==> src/rtl/cpu_types_pkg.sv <==
// Shared types for the unified-RAM arbiter: bus word, arbiter state, abort pattern.
package cpu_types_pkg;
   typedef logic [31:0] word_t;

   typedef enum logic [2:0] {IDLE, IACC, DACC, IRESP, DRESP} arb_state_t;

   localparam word_t BAD_WORD       = 32'hBAD1BAD1;
   localparam int    STARVE_MAX_DEF = 4;
   localparam int    TIMEOUT_DEF    = 15;
endpackage

==> src/rtl/mem_arbiter_ctrl_if.sv <==
// Fetch/data request ports and RAM port of the arbiter, bundled as one interface.
interface mem_arbiter_ctrl_if;
   import cpu_types_pkg::*;

   logic  iREN, iwait, dREN, dWEN, dwait;
   logic  ram_ren, ram_wen, ram_rdy, err;
   word_t iaddr, iload, daddr, dstore, dload;
   word_t ram_addr, ram_store, ram_load;

   modport slave (
      input  iREN, iaddr, dREN, dWEN, daddr, dstore, ram_load, ram_rdy,
      output iwait, iload, dwait, dload, ram_ren, ram_wen, ram_addr, ram_store, err
   );

   modport master (
      output iREN, iaddr, dREN, dWEN, daddr, dstore, ram_load, ram_rdy,
      input  iwait, iload, dwait, dload, ram_ren, ram_wen, ram_addr, ram_store, err
   );
endinterface

==> src/rtl/mem_arb_timer.sv <==
// Access watchdog: counts cycles spent in an access state; expired marks the last
// cycle an access may wait for ram_rdy before it is aborted.
module mem_arb_timer #(
   parameter int TIMEOUT = 15
) (
   input  logic CLK,
   input  logic RST,
   input  logic clear,
   input  logic enable,
   output logic expired
);
   localparam int W = $clog2(TIMEOUT + 1);

   logic [W-1:0] cnt;

   always_ff @(posedge CLK or posedge RST) begin
      if (RST)
         cnt <= '0;
      else if (clear)
         cnt <= '0;
      else if (enable && cnt != W'(TIMEOUT))
         cnt <= cnt + 1'b1;
   end

   // cnt holds the cycles already waited, so the TIMEOUT-th waiting cycle sees TIMEOUT-1
   assign expired = enable && (cnt == W'(TIMEOUT - 1));
endmodule

==> src/rtl/mem_arbiter_ctrl.sv <==
// Single-port RAM sequencer between instruction fetch and data ports. Data wins
// ties unless fetch has been passed over STARVE_MAX times in a row.
module mem_arbiter_ctrl
   import cpu_types_pkg::*;
#(
   parameter int STARVE_MAX = STARVE_MAX_DEF,
   parameter int TIMEOUT    = TIMEOUT_DEF
) (
   input logic              CLK,
   input logic              RST,
   mem_arbiter_ctrl_if.slave bus
);
   localparam int SW = $clog2(STARVE_MAX + 1);

   arb_state_t    state, state_n;
   logic [SW-1:0] starve, starve_n;
   logic          ren_n, wen_n, err_n;
   word_t         addr_n, store_n, iload_n, dload_n;
   logic          d_req, starved, in_acc, t_expired;

   assign d_req   = bus.dREN | bus.dWEN;
   assign starved = bus.iREN && (starve == SW'(STARVE_MAX));
   assign in_acc  = (state == IACC) || (state == DACC);

   mem_arb_timer #(.TIMEOUT(TIMEOUT)) u_timer (
      .CLK     (CLK),
      .RST     (RST),
      .clear   (!in_acc),
      .enable  (in_acc),
      .expired (t_expired)
   );

   // Waits follow the live request levels; only the response cycle releases them
   assign bus.iwait = bus.iREN & (state != IRESP);
   assign bus.dwait = d_req & (state != DRESP);

   always_ff @(posedge CLK or posedge RST) begin
      if (RST) begin
         state         <= IDLE;
         starve        <= '0;
         bus.ram_ren   <= 1'b0;
         bus.ram_wen   <= 1'b0;
         bus.ram_addr  <= '0;
         bus.ram_store <= '0;
         bus.iload     <= '0;
         bus.dload     <= '0;
         bus.err       <= 1'b0;
      end else begin
         state         <= state_n;
         starve        <= starve_n;
         bus.ram_ren   <= ren_n;
         bus.ram_wen   <= wen_n;
         bus.ram_addr  <= addr_n;
         bus.ram_store <= store_n;
         bus.iload     <= iload_n;
         bus.dload     <= dload_n;
         bus.err       <= err_n;
      end
   end

   always_comb begin
      state_n  = state;
      starve_n = starve;
      ren_n    = bus.ram_ren;
      wen_n    = bus.ram_wen;
      addr_n   = bus.ram_addr;
      store_n  = bus.ram_store;
      iload_n  = bus.iload;
      dload_n  = bus.dload;
      err_n    = bus.err;
      unique case (state)
         IDLE: begin
            if (!bus.iREN)
               starve_n = '0;
            if (d_req && !starved) begin
               state_n = DACC;
               addr_n  = bus.daddr;
               store_n = bus.dstore;
               wen_n   = bus.dWEN;
               ren_n   = !bus.dWEN;
               // starved is false here, so starve < STARVE_MAX and cannot wrap
               if (bus.iREN)
                  starve_n = starve + 1'b1;
            end else if (bus.iREN) begin
               state_n  = IACC;
               addr_n   = bus.iaddr;
               ren_n    = 1'b1;
               starve_n = '0;
            end
         end
         IACC: begin
            if (bus.ram_rdy) begin
               iload_n = bus.ram_load;
               ren_n   = 1'b0;
               state_n = IRESP;
            end else if (t_expired) begin
               err_n   = 1'b1;
               iload_n = BAD_WORD;
               ren_n   = 1'b0;
               state_n = IRESP;
            end
         end
         DACC: begin
            if (bus.ram_rdy) begin
               if (!bus.ram_wen)
                  dload_n = bus.ram_load;
               ren_n   = 1'b0;
               wen_n   = 1'b0;
               state_n = DRESP;
            end else if (t_expired) begin
               err_n   = 1'b1;
               dload_n = BAD_WORD;
               ren_n   = 1'b0;
               wen_n   = 1'b0;
               state_n = DRESP;
            end
         end
         IRESP, DRESP: state_n = IDLE;
         default:      state_n = IDLE;
      endcase
   end
endmodule

==> src/flat_wrapper.sv <==
// flat-port wrapper written by rule: the top's interface ports become plain ports
module mem_arbiter_ctrl_flat import cpu_types_pkg::*;
#(
   parameter int STARVE_MAX = STARVE_MAX_DEF,
   parameter int TIMEOUT    = TIMEOUT_DEF
)
  (CLK, RST, bus_iREN, bus_iaddr, bus_dREN, bus_dWEN, bus_daddr, bus_dstore, bus_ram_load, bus_ram_rdy, bus_iwait, bus_iload, bus_dwait, bus_dload, bus_ram_ren, bus_ram_wen, bus_ram_addr, bus_ram_store, bus_err);
  mem_arbiter_ctrl_if bus_i ();
  input logic CLK;
  input logic RST;
  input wire logic [$bits(bus_i.iREN)-1:0] bus_iREN;
  input wire logic [$bits(bus_i.iaddr)-1:0] bus_iaddr;
  input wire logic [$bits(bus_i.dREN)-1:0] bus_dREN;
  input wire logic [$bits(bus_i.dWEN)-1:0] bus_dWEN;
  input wire logic [$bits(bus_i.daddr)-1:0] bus_daddr;
  input wire logic [$bits(bus_i.dstore)-1:0] bus_dstore;
  input wire logic [$bits(bus_i.ram_load)-1:0] bus_ram_load;
  input wire logic [$bits(bus_i.ram_rdy)-1:0] bus_ram_rdy;
  output wire logic [$bits(bus_i.iwait)-1:0] bus_iwait;
  output wire logic [$bits(bus_i.iload)-1:0] bus_iload;
  output wire logic [$bits(bus_i.dwait)-1:0] bus_dwait;
  output wire logic [$bits(bus_i.dload)-1:0] bus_dload;
  output wire logic [$bits(bus_i.ram_ren)-1:0] bus_ram_ren;
  output wire logic [$bits(bus_i.ram_wen)-1:0] bus_ram_wen;
  output wire logic [$bits(bus_i.ram_addr)-1:0] bus_ram_addr;
  output wire logic [$bits(bus_i.ram_store)-1:0] bus_ram_store;
  output wire logic [$bits(bus_i.err)-1:0] bus_err;
  assign bus_i.iREN = bus_iREN;
  assign bus_i.iaddr = bus_iaddr;
  assign bus_i.dREN = bus_dREN;
  assign bus_i.dWEN = bus_dWEN;
  assign bus_i.daddr = bus_daddr;
  assign bus_i.dstore = bus_dstore;
  assign bus_i.ram_load = bus_ram_load;
  assign bus_i.ram_rdy = bus_ram_rdy;
  assign bus_iwait = bus_i.iwait;
  assign bus_iload = bus_i.iload;
  assign bus_dwait = bus_i.dwait;
  assign bus_dload = bus_i.dload;
  assign bus_ram_ren = bus_i.ram_ren;
  assign bus_ram_wen = bus_i.ram_wen;
  assign bus_ram_addr = bus_i.ram_addr;
  assign bus_ram_store = bus_i.ram_store;
  assign bus_err = bus_i.err;
  mem_arbiter_ctrl #(.STARVE_MAX(STARVE_MAX), .TIMEOUT(TIMEOUT)) u_core (.CLK(CLK), .RST(RST), .bus(bus_i));
endmodule
==> config.mk <==
export PLATFORM = sky130hd
export DESIGN_NAME = mem_arbiter_ctrl_flat
export DESIGN_NICKNAME = d
export VERILOG_FILES = /design/src/rtl/cpu_types_pkg.sv /design/src/rtl/mem_arbiter_ctrl_if.sv /design/src/rtl/mem_arb_timer.sv /design/src/rtl/mem_arbiter_ctrl.sv /design/src/flat_wrapper.sv
export SDC_FILE = /design/constraint.sdc
export NUM_CORES = 1
export LEC_CHECK = 0
export ABC_AREA = 0
export CAP_MARGIN = 15
export CORE_ASPECT_RATIO = 1.75
export CORE_MARGIN = 3
export CORE_UTILIZATION = 45
export CTS_BUF_LIST = sky130_fd_sc_hd__clkbuf_16
export CTS_CLUSTER_SIZE = 12
export DETAILED_ROUTE_END_ITERATION = 8
export PLACE_DENSITY = 0.84
export SYNTH_ARGS = -nofsm -noshare
export SYNTH_HDL_FRONTEND = slang
export SYNTH_HIERARCHICAL = 1
export SYNTH_SLANG_ARGS = --single-unit
==> constraint.sdc <==
create_clock -name CLK -period 7.1 [get_ports CLK]
set_input_delay 1.065 -clock CLK [delete_from_list [all_inputs] [get_ports CLK]]
set_output_delay 1.065 -clock CLK [all_outputs]
set_load 0.02 [all_outputs]
Yosys cells after proc, flatten, opt, wreduce, memory -nomap -nowiden
Index checks and enable logic that the tools add are counted.
{"block": "word_totals", "register_bits": 141, "elab_cells": 75}
{"block": "op_classes", "n_addsub": 2, "reduce_logical": 21, "n_bitwise": 4, "eq_ne": 14, "muxes": 24}
{"cell": "$mux W32", "count": 6}
{"cell": "$mux W3", "count": 8}
{"cell": "$reduce_and A3 Y1", "count": 5}
{"cell": "$ne A3 B2 Y1 const B", "count": 4}
{"cell": "$pmux W3 S3", "count": 1}
{"cell": "$mux W4", "count": 2}
{"cell": "$reduce_bool A2 Y1", "count": 4}
{"cell": "$reduce_and A2 Y1", "count": 3}
{"cell": "$mux W1", "count": 5}
{"cell": "$add A4 B1 Y4 const B", "count": 1}
{"cell": "$eq A4 B4 Y1 const B", "count": 1}
{"cell": "$logic_and A1 B1 Y1", "count": 4}
{"cell": "$ne A2 B1 Y1 const B", "count": 2}
{"cell": "$ne A4 B4 Y1 const B", "count": 1}
{"cell": "$pmux W1 S2", "count": 2}
{"cell": "$add A3 B1 Y3 const B", "count": 1}
{"cell": "$eq A3 B1 Y1 const B", "count": 1}
{"cell": "$eq A3 B2 Y1 const B", "count": 1}
{"cell": "$eq A3 B3 Y1 const B", "count": 1}
{"cell": "$logic_not A3 Y1", "count": 1}
{"cell": "$ne A3 B1 Y1 const B", "count": 1}
{"cell": "$ne A3 B3 Y1 const B", "count": 1}
{"cell": "$and A1 B1 Y1", "count": 2}
{"cell": "$logic_not A1 Y1", "count": 2}
{"cell": "5 further kinds", "count": 5}

Depth between registers and ports, before layout
Gate-level depths: netlist (run 1).
{"block": "logic_depth", "depth_word": 6, "mapped_depth": 9, "depth_no_buf": 6}

Cells and area by module
Netlist (run 1), hierarchy kept.
{"module": "mem_arbiter_ctrl", "seq_area_each_um2": 3428.3, "instances": 1, "cells_per_inst": 464, "area_per_inst_um2": 5599.1}
{"module": "mem_arb_timer", "seq_area_each_um2": 100.1, "instances": 1, "cells_per_inst": 24, "area_per_inst_um2": 241.5}

Least setup slack after synthesis (run 1)
No wires, ideal clock.
{"block": "synth_path", "path_kind": "input port to output port", "startpoint": "input bus_dWEN", "endpoint": "output bus_dwait", "cell_stages": 3, "t_arrival_ns": 1.689, "required_ns": 6.035, "n_path_buf": 1, "path_slack_ns": 4.346, "cell_sequence": "nor2_1 > clkbuf_1 > a21oi_1"}
{"block": "synth_via", "elab_chain_len": 2}
{"item": "from (decl)", "line": "flat_wrapper.sv:14", "source": "input wire logic [$bits(bus_i.dWEN)-1:0] bus_dWEN;"}
{"item": "$or A1 B1 Y1", "line": "mem_arbiter_ctrl.sv:21", "source": "assign d_req = bus.dREN | bus.dWEN;"}
{"item": "$and A1 B1 Y1", "line": "mem_arbiter_ctrl.sv:35", "source": "assign bus.dwait = d_req & (state != DRESP);"}
{"item": "to (decl)", "line": "flat_wrapper.sv:21", "source": "output wire logic [$bits(bus_i.dwait)-1:0] bus_dwait;"}
Every way passes these cells.

Final worst setup path (run 1)
Ends and elaborated chain as after synthesis.

==> metrics.yaml, run 1 <==
drv_slew: 0
timing.max_cap.violations: 0
hold_start: "u_core/bus.iload[0]"
postCtsSetupBuffers: 0
gp_congestion: 0.8460
path_max_fanout: 34
hold_class: "reg2reg"
synth-simple-area-share_pct: 6.834
end_kind: "output pin"
die_w_um: 92.12
place_inst: 881
cts-htree-levels: 4
core-area_mm2: 0.01257
crit_path_cell_trace: "clkdlybuf4s50_1 -> nor2_2 -> a21oi_1 -> clkdlybuf4s50_1"
path_common_cell: "clkdlybuf4s50_1"
antenna_found_initial: 0
grt_setup_unrepaired: "false"
netlist_area_mm2: 0.005841
drcViolationCount: 0
fmax_ghz: 0.2373
synth_compound_area_share_pct: 20.99
wl_per_cell_um: 20.14
worst_ir_drop_vdd_uv: 253.2
root_buffer: "clkbuf_16"
worst_r2r_path_depth: 6
initial_utilization_pct: 46.48
synth_ff_type: "dfrtp_1"
timing.rr.end: "u_core/bus.dload[31]"
synth.yosys.seq_area_share_pct: 60.41
status: "completed"
cts_tree: "done"
worstSetupPathType: "in2out"
placed_area_mm2: 0.008551
place_hpwl_um: 13290
hold_end: "u_core/bus.iload[0]"
crit_required_ns: 6.03
dieArea_mm2: 0.01444
drtIter0Drc: 215
fin_skew_ns: 0.01249
max_stage_delay_ns: 0.92
hold_violations: 0
clock_path_buffers: 2
track_usage_pct: 25.23
cts.sinks: 141
fin_nets: 870
synth-adder-area-share_pct: 0.8569
num_io_pins: 267
r2r-start: "u_core/state[0]"
cp_data_arrival_time_ns: 3.15
ant_nets: 0
setup_viol: 0
fin_crit_sh_pct: 59.35
muxShareOfSynthArea_pct: 6.512
ys_types: 42
synth_seq_cells: 141
finalSetupTns_ns: 0
crit_path_top_delay_cell: "nor2_2"
grt_overflow_total: 0
portBuffers: 266
async_reset_ff_share_pct: 100.0
rrSetupSlack_ns: 4.42
p_per_area_mw_per_mm2: 497.3
netlist_instances: 488
grt_start_max_net_pins: 82
path_clk_slew_ns: 0.06
wl_um: 18390
cts.repair.resized: 0
grt_pass1_wl_um: 28120
via_count: 5104
fin_area_mm2: 0.009163
holdPathStages: 1
first_pass_iters: 5
syn_nets: 626
syn_avg_cell_area_um2: 11.97
min_period_ns: 4.214
startpoint_type: "primary input"
grt_pass1_vias: 5154
n_antenna_cell: 0
total_leakage_power_nw: 3.759
syn_to_final_growth_pct: 56.88
slew_headroom_pct: 23.03
worstMarginPinSlew_ns: 1.153
synth_top_family_by_area: "compound AO/OA/AOI/OAI gates"
clock_latency_ns: 0.41
stdcell_count: 913
whs_ns: 0.4844
cts_buffers: 17
holdBufCountCts: 0
synthXorXnorAreaFrac_pct: 0.1500
layout-drive-gt1-share_pct: 10.47
synth_edf_count: 0
yosysWarnings: 6
viasPerCell: 5.590
rows: 54
die_h_um: 156.7
worst max-delay path, delay by kind of cell:
kind | cells | cell delay (ns)
buf+inv | 2 | 1.09
simple gates | 1 | 0.92
compound gates | 1 | 0.07
where the power goes:
group | total, mW | internal [mW] | switching (mW)
combinational | 2.20 | 1.08 | 1.13
clock | 0.911 | 0.558 | 0.353
sequential | 1.44 | 1.19 | 0.247
total | 4.56 | 2.83 | 1.73
routing by layer:
metal	vias up	share of wire (%)	GRT usage, %
met5	-	0	0
met4	0	3.1	10.70
met3	39	6.1	5.195
met2	260	54	45.01
met1	2493	36	29.29
li1	2312	-	-
how the worst max path moves through the flow:
| stage | end | start | slack (ns) |
|---|---|---|---|
| finish | bus_dwait | bus_dWEN | 2.89 |
| global route | bus_dwait | bus_dWEN | 2.73 |
| CTS | bus_dwait | bus_dWEN | 2.93 |
| detailed placement | bus_dwait | bus_dWEN | 2.93 |
| global placement | bus_dwait | bus_dWEN | 3.01 |
| floorplan | u_core/bus.dload[0] | RST | 2.37 |
metrics by stage:
step / utilization (%) / power [mW] / setup slack [ns]
floorplan: - / 2.606 / 2.367
global placement: 68.04 / 3.560 / 3.015
detailed placement: 68.04 / 3.648 / 2.933
CTS: 72.91 / 4.584 / 2.932
global route: 72.91 / 4.784 / 2.727
finish: 72.91 / 4.556 / 2.886
logic make-up (layout without fill, tap and decap cells):
family / Yosys count / count (layout)
compound gates: 180 / 180
xor+xnor: 1 / 1
fa+ha+maj: 4 / 4
buf+inv: 56 / 313
flops: 141 / 141
mux: 34 / 34
simple gates: 72 / 72
layout by cell type, fill, tap and decap left out, types with 5 or more instances in the layout:
cell type / count
a22o_1: 28
a21oi_1: 37
clkbuf_16: 17
inv_1: 10
nand3_1: 39
and3_1: 5
mux2_2: 32
o21ai_0: 36
nor2_1: 6
a31oi_1: 33
o22a_1: 36
clkdlybuf4s50_1: 266
dfrtp_1: 141
clkinv_4: 5
synthesized netlist by cell type (2+ instances only):
master | count | share of area [%]
and3_1 | 5 | 0.54
buf_6 | 2 | 0.39
clkbuf_1 | 35 | 2.2
nand3_1 | 39 | 3.3
dfrtp_1 | 141 | 60
nor3_2 | 2 | 0.34
nor3_1 | 3 | 0.26
a31oi_1 | 33 | 3.5
or3_1 | 2 | 0.21
mux2i_1 | 2 | 0.34
nand2_1 | 2 | 0.13
buf_2 | 6 | 0.51
or2_2 | 2 | 0.21
mux2_2 | 32 | 6.2
nor2_1 | 7 | 0.45
a22o_1 | 28 | 4.2
ha_1 | 4 | 0.86
o21ai_0 | 36 | 3.1
inv_1 | 11 | 0.71
o22a_1 | 36 | 5.4
o22ai_1 | 2 | 0.21
nand4_1 | 2 | 0.21
a21oi_1 | 37 | 3.2
flip-flops by register name (all words and copies together) (netlist names), 3 cells and up:
register,count
u_core/u_timer/cnt,4
u_core/bus.ram_store,32
u_core/bus.dload,32
u_core/state,3
u_core/starve,3
u_core/bus.ram_addr,32
u_core/bus.iload,32
area by class of cell:
| class | instances | area, µm² |
|---|---|---|
| clock buffers | 17 | 425.4 |
| clock inverters | 15 | 186.4 |
| fillers | 896 | 3405 |
| inverters | 11 | 46.29 |
| multi-input cells | 291 | 2073 |
| flip-flops and latches | 141 | 3528 |
| well taps | 168 | 210.2 |
| repair buffers | 270 | 2693 |
(Power assumes the default switching activity.)
==> run 2: changes to the inputs <==
CORE_UTILIZATION = 42   (was 45)
PLACE_DENSITY = 0.79   (was 0.84)
clock period = 4.1 ns   (was 7.1 ns; I/O delays follow)
==> run 2 against run 1 <==
  * Count of clock-buffer cells in the layout unchanged
  * Sequential power grew 74%
  * Combinational power increased by 75%
  * Register-to-register slack worse by 3.1 ns
  * Global-route usage down 0.75 points
  * Sequential cell count did not move
  * Non-clock buffer count is 3 higher
  * Critical path depth increased by 2
  * Via count up 0.37%
  * Power rose by 70%
  * First-iteration DRC count rose by 7.0%
  * Critical endpoint is now u_core/bus.dload[12]
==> metrics.yaml, run 2 (synthesis gave the netlist of run 1 again) <==
whs_ns: 0.4802  # -0.004174 ns
crit_path_cell_trace: "xnor2_1 -> nor2_1 -> and4_2 -> nor2_1 -> a211oi_4 -> o22a_1"
place_inst: 890  # +1.0%
power_frac_comb_pct: 49.5  # +1.1 points
portBuffers: 266  # unchanged
viasPerCell: 5.562  # -0.50%
drtIter0Drc: 230  # +7.0%
place_hpwl_um: 13590  # +2.3%
grt_setup_unrepaired: "false"
path_clk_slew_ns: 0.06  # about the same
internal-power_mw: 4.771  # +69%
p_seq_share_pct: 32.2  # +0.6 points
total_leakage_power_nw: 3.741  # -0.47%
die_h_um: 162  # +3.4%
setup_viol: 0  # unchanged
n_antenna_cell: 0  # unchanged
fin_crit_sh_pct: 67.67
switching_share_pct: 38.46  # +0.55 points
cts.sinks: 141  # unchanged
grt_overflow_total: 0  # unchanged
path_max_fanout: 18  # -47%
clock_path_buffers: 2  # unchanged
p_sw_mw: 2.982  # +73%
die_w_um: 95.14  # +3.3%
status: "completed"
final_common_cell: "clkdlybuf4s50_1"
hold_violations: 0  # unchanged
first_pass_iters: 5  # unchanged
initial_utilization_pct: 43.19  # -3.3 points
core-area_mm2: 0.01352  # +7.6%
gp_congestion: 0.8560  # +1.2%
drcViolationCount: 0  # unchanged
syn_to_final_growth_pct: 56.45
track_usage_pct: 24.48  # -0.75 points
antenna_found_initial: 0  # unchanged
grt_start_max_net_pins: 83  # +1.2%
root_buffer: "clkbuf_16"
fmax_ghz: 0.3604
worstSetupPathType: "reg2reg"
fin_nets: 873  # +0.34%
crit_family: "compound AO/OA/AOI/OAI gates"
min_period_ns: 2.774
cts-htree-levels: 4  # unchanged
grt_pass1_wl_um: 28910  # +2.8%
cts_buffers: 17  # unchanged
stdcell_count: 921  # +0.88%
num_io_pins: 267  # unchanged
crit_required_ns: 4.44  # -1.59 ns
p_per_area_mw_per_mm2: 848.5  # +71%
holdBufCountCts: 0  # unchanged
p_clk_share_pct: 18.3  # -1.7 points
via_count: 5123  # +0.37%
end_kind: "flip-flop"
fin_skew_ns: 0.01034  # -0.002157 ns
cts_tree: "done"
layout-drive-gt1-share_pct: 10.84  # +0.37 points
max_stage_delay_ns: 0.81  # -0.11 ns
hold_start: "u_core/bus.err"
worstMarginPinSlew_ns: 1.144  # -0.009429 ns
ant_nets: 0  # unchanged
crit_path_start: "u_core/state[0]"
drv_slew: 0  # unchanged
grt_pass1_vias: 5475  # +6.2%
wl_per_cell_um: 20.25  # +0.54%
r2r-start: "u_core/state[0]"
clock_latency_ns: 0.41  # about the same
hold_class: "reg2reg"
cts.repair.resized: 0  # unchanged
dieArea_mm2: 0.01541  # +6.8%
finalSetupTns_ns: 0  # unchanged
crit_path_top_delay_cell: "a211oi_4"
layout_common_cells: "266 x clkdlybuf4s50_1, 141 x dfrtp_1, 39 x nand3_1, 37 x a21oi_1"
slew_headroom_pct: 23.74  # +0.71 points
crit_buf_inv: 0  # -2
postCtsSetupBuffers: 0  # unchanged
cp_data_arrival_time_ns: 3.12  # -0.03 ns
worst_ir_drop_vdd_uv: 430.1  # +70%
timing.max_cap.violations: 0  # unchanged
rows: 56  # +3.7%
path_common_cell: "nor2_1"
startpoint_type: "flip-flop"
wl_um: 18650  # +1.4%
run 2: changes by cell type in the layout (fill, tap and decap cells not counted), sizes merged:
cell / before / now
bufinv: 3 / 1
clkinvlp: 1 / 4
inv: 15 / 13
buf: 4 / 7
run 2: worst paths after layout:
| check | slack (ns) | end | depth (start not counted) |
|---|---|---|---|
| min reg2reg | 0.48 | u_core/bus.err | 1 |
| min in group asynchronous | 0.53 | u_core/u_timer/cnt[0] | 2 |
| max | 1.33 | u_core/bus.dload[12] | 6 |
| min | 0.48 | u_core/bus.err | 1 |
| max in group asynchronous | 2.66 | u_core/bus.ram_store[10] | 3 |
| max reg2reg | 1.33 | u_core/bus.dload[12] | 6 |
run 2: routing by layer:
layer  GRT usage, %  vias up  part of all wire [%]
met5              0        -                     0
met1          26.74     2532                    35
met3          5.422       36                   6.1
li1               -     2316                     -
met2          44.59      239                    56
met4          9.921        0                   2.9
run 2: power by group through the flow:
| stage | clock network (mW) | registers [mW] | logic (mW) |
|---|---|---|---|
| floorplan | 0 | 3.20 | 1.31 |
| global placement | 0 | 2.47 | 3.73 |
| detailed placement | 0 | 2.50 | 3.84 |
| CTS | 1.44 | 2.49 | 3.86 |
| global route | 1.51 | 2.57 | 4.07 |
| finish | 1.42 | 2.50 | 3.84 |
run 2: layout make-up:
type,instances,area (µm²)
clock buffers,17,425.4
clock inverters,14,120.1
fillers,1015,4385
inverters,11,45.04
multi-input cells,291,2073
flip-flops and latches,141,3528
well taps,174,217.7
repair buffers,273,2728
run 2: through the flow:
step / util [%] / total power [mW] / instance area, µm² / setup slack, ns
6_report: 67.57 / 7.753 / 9138 / 1.326
5_1_grt: 67.57 / 8.151 / 9138 / 1.126
2_1_floorplan: - / 4.513 / 5844 / 1.740
4_1_cts: 67.57 / 7.802 / 9138 / 1.310
3_3_place_gp: 63.54 / 6.205 / 8592 / 1.249
3_5_place_dp: 63.54 / 6.345 / 8592 / 1.158
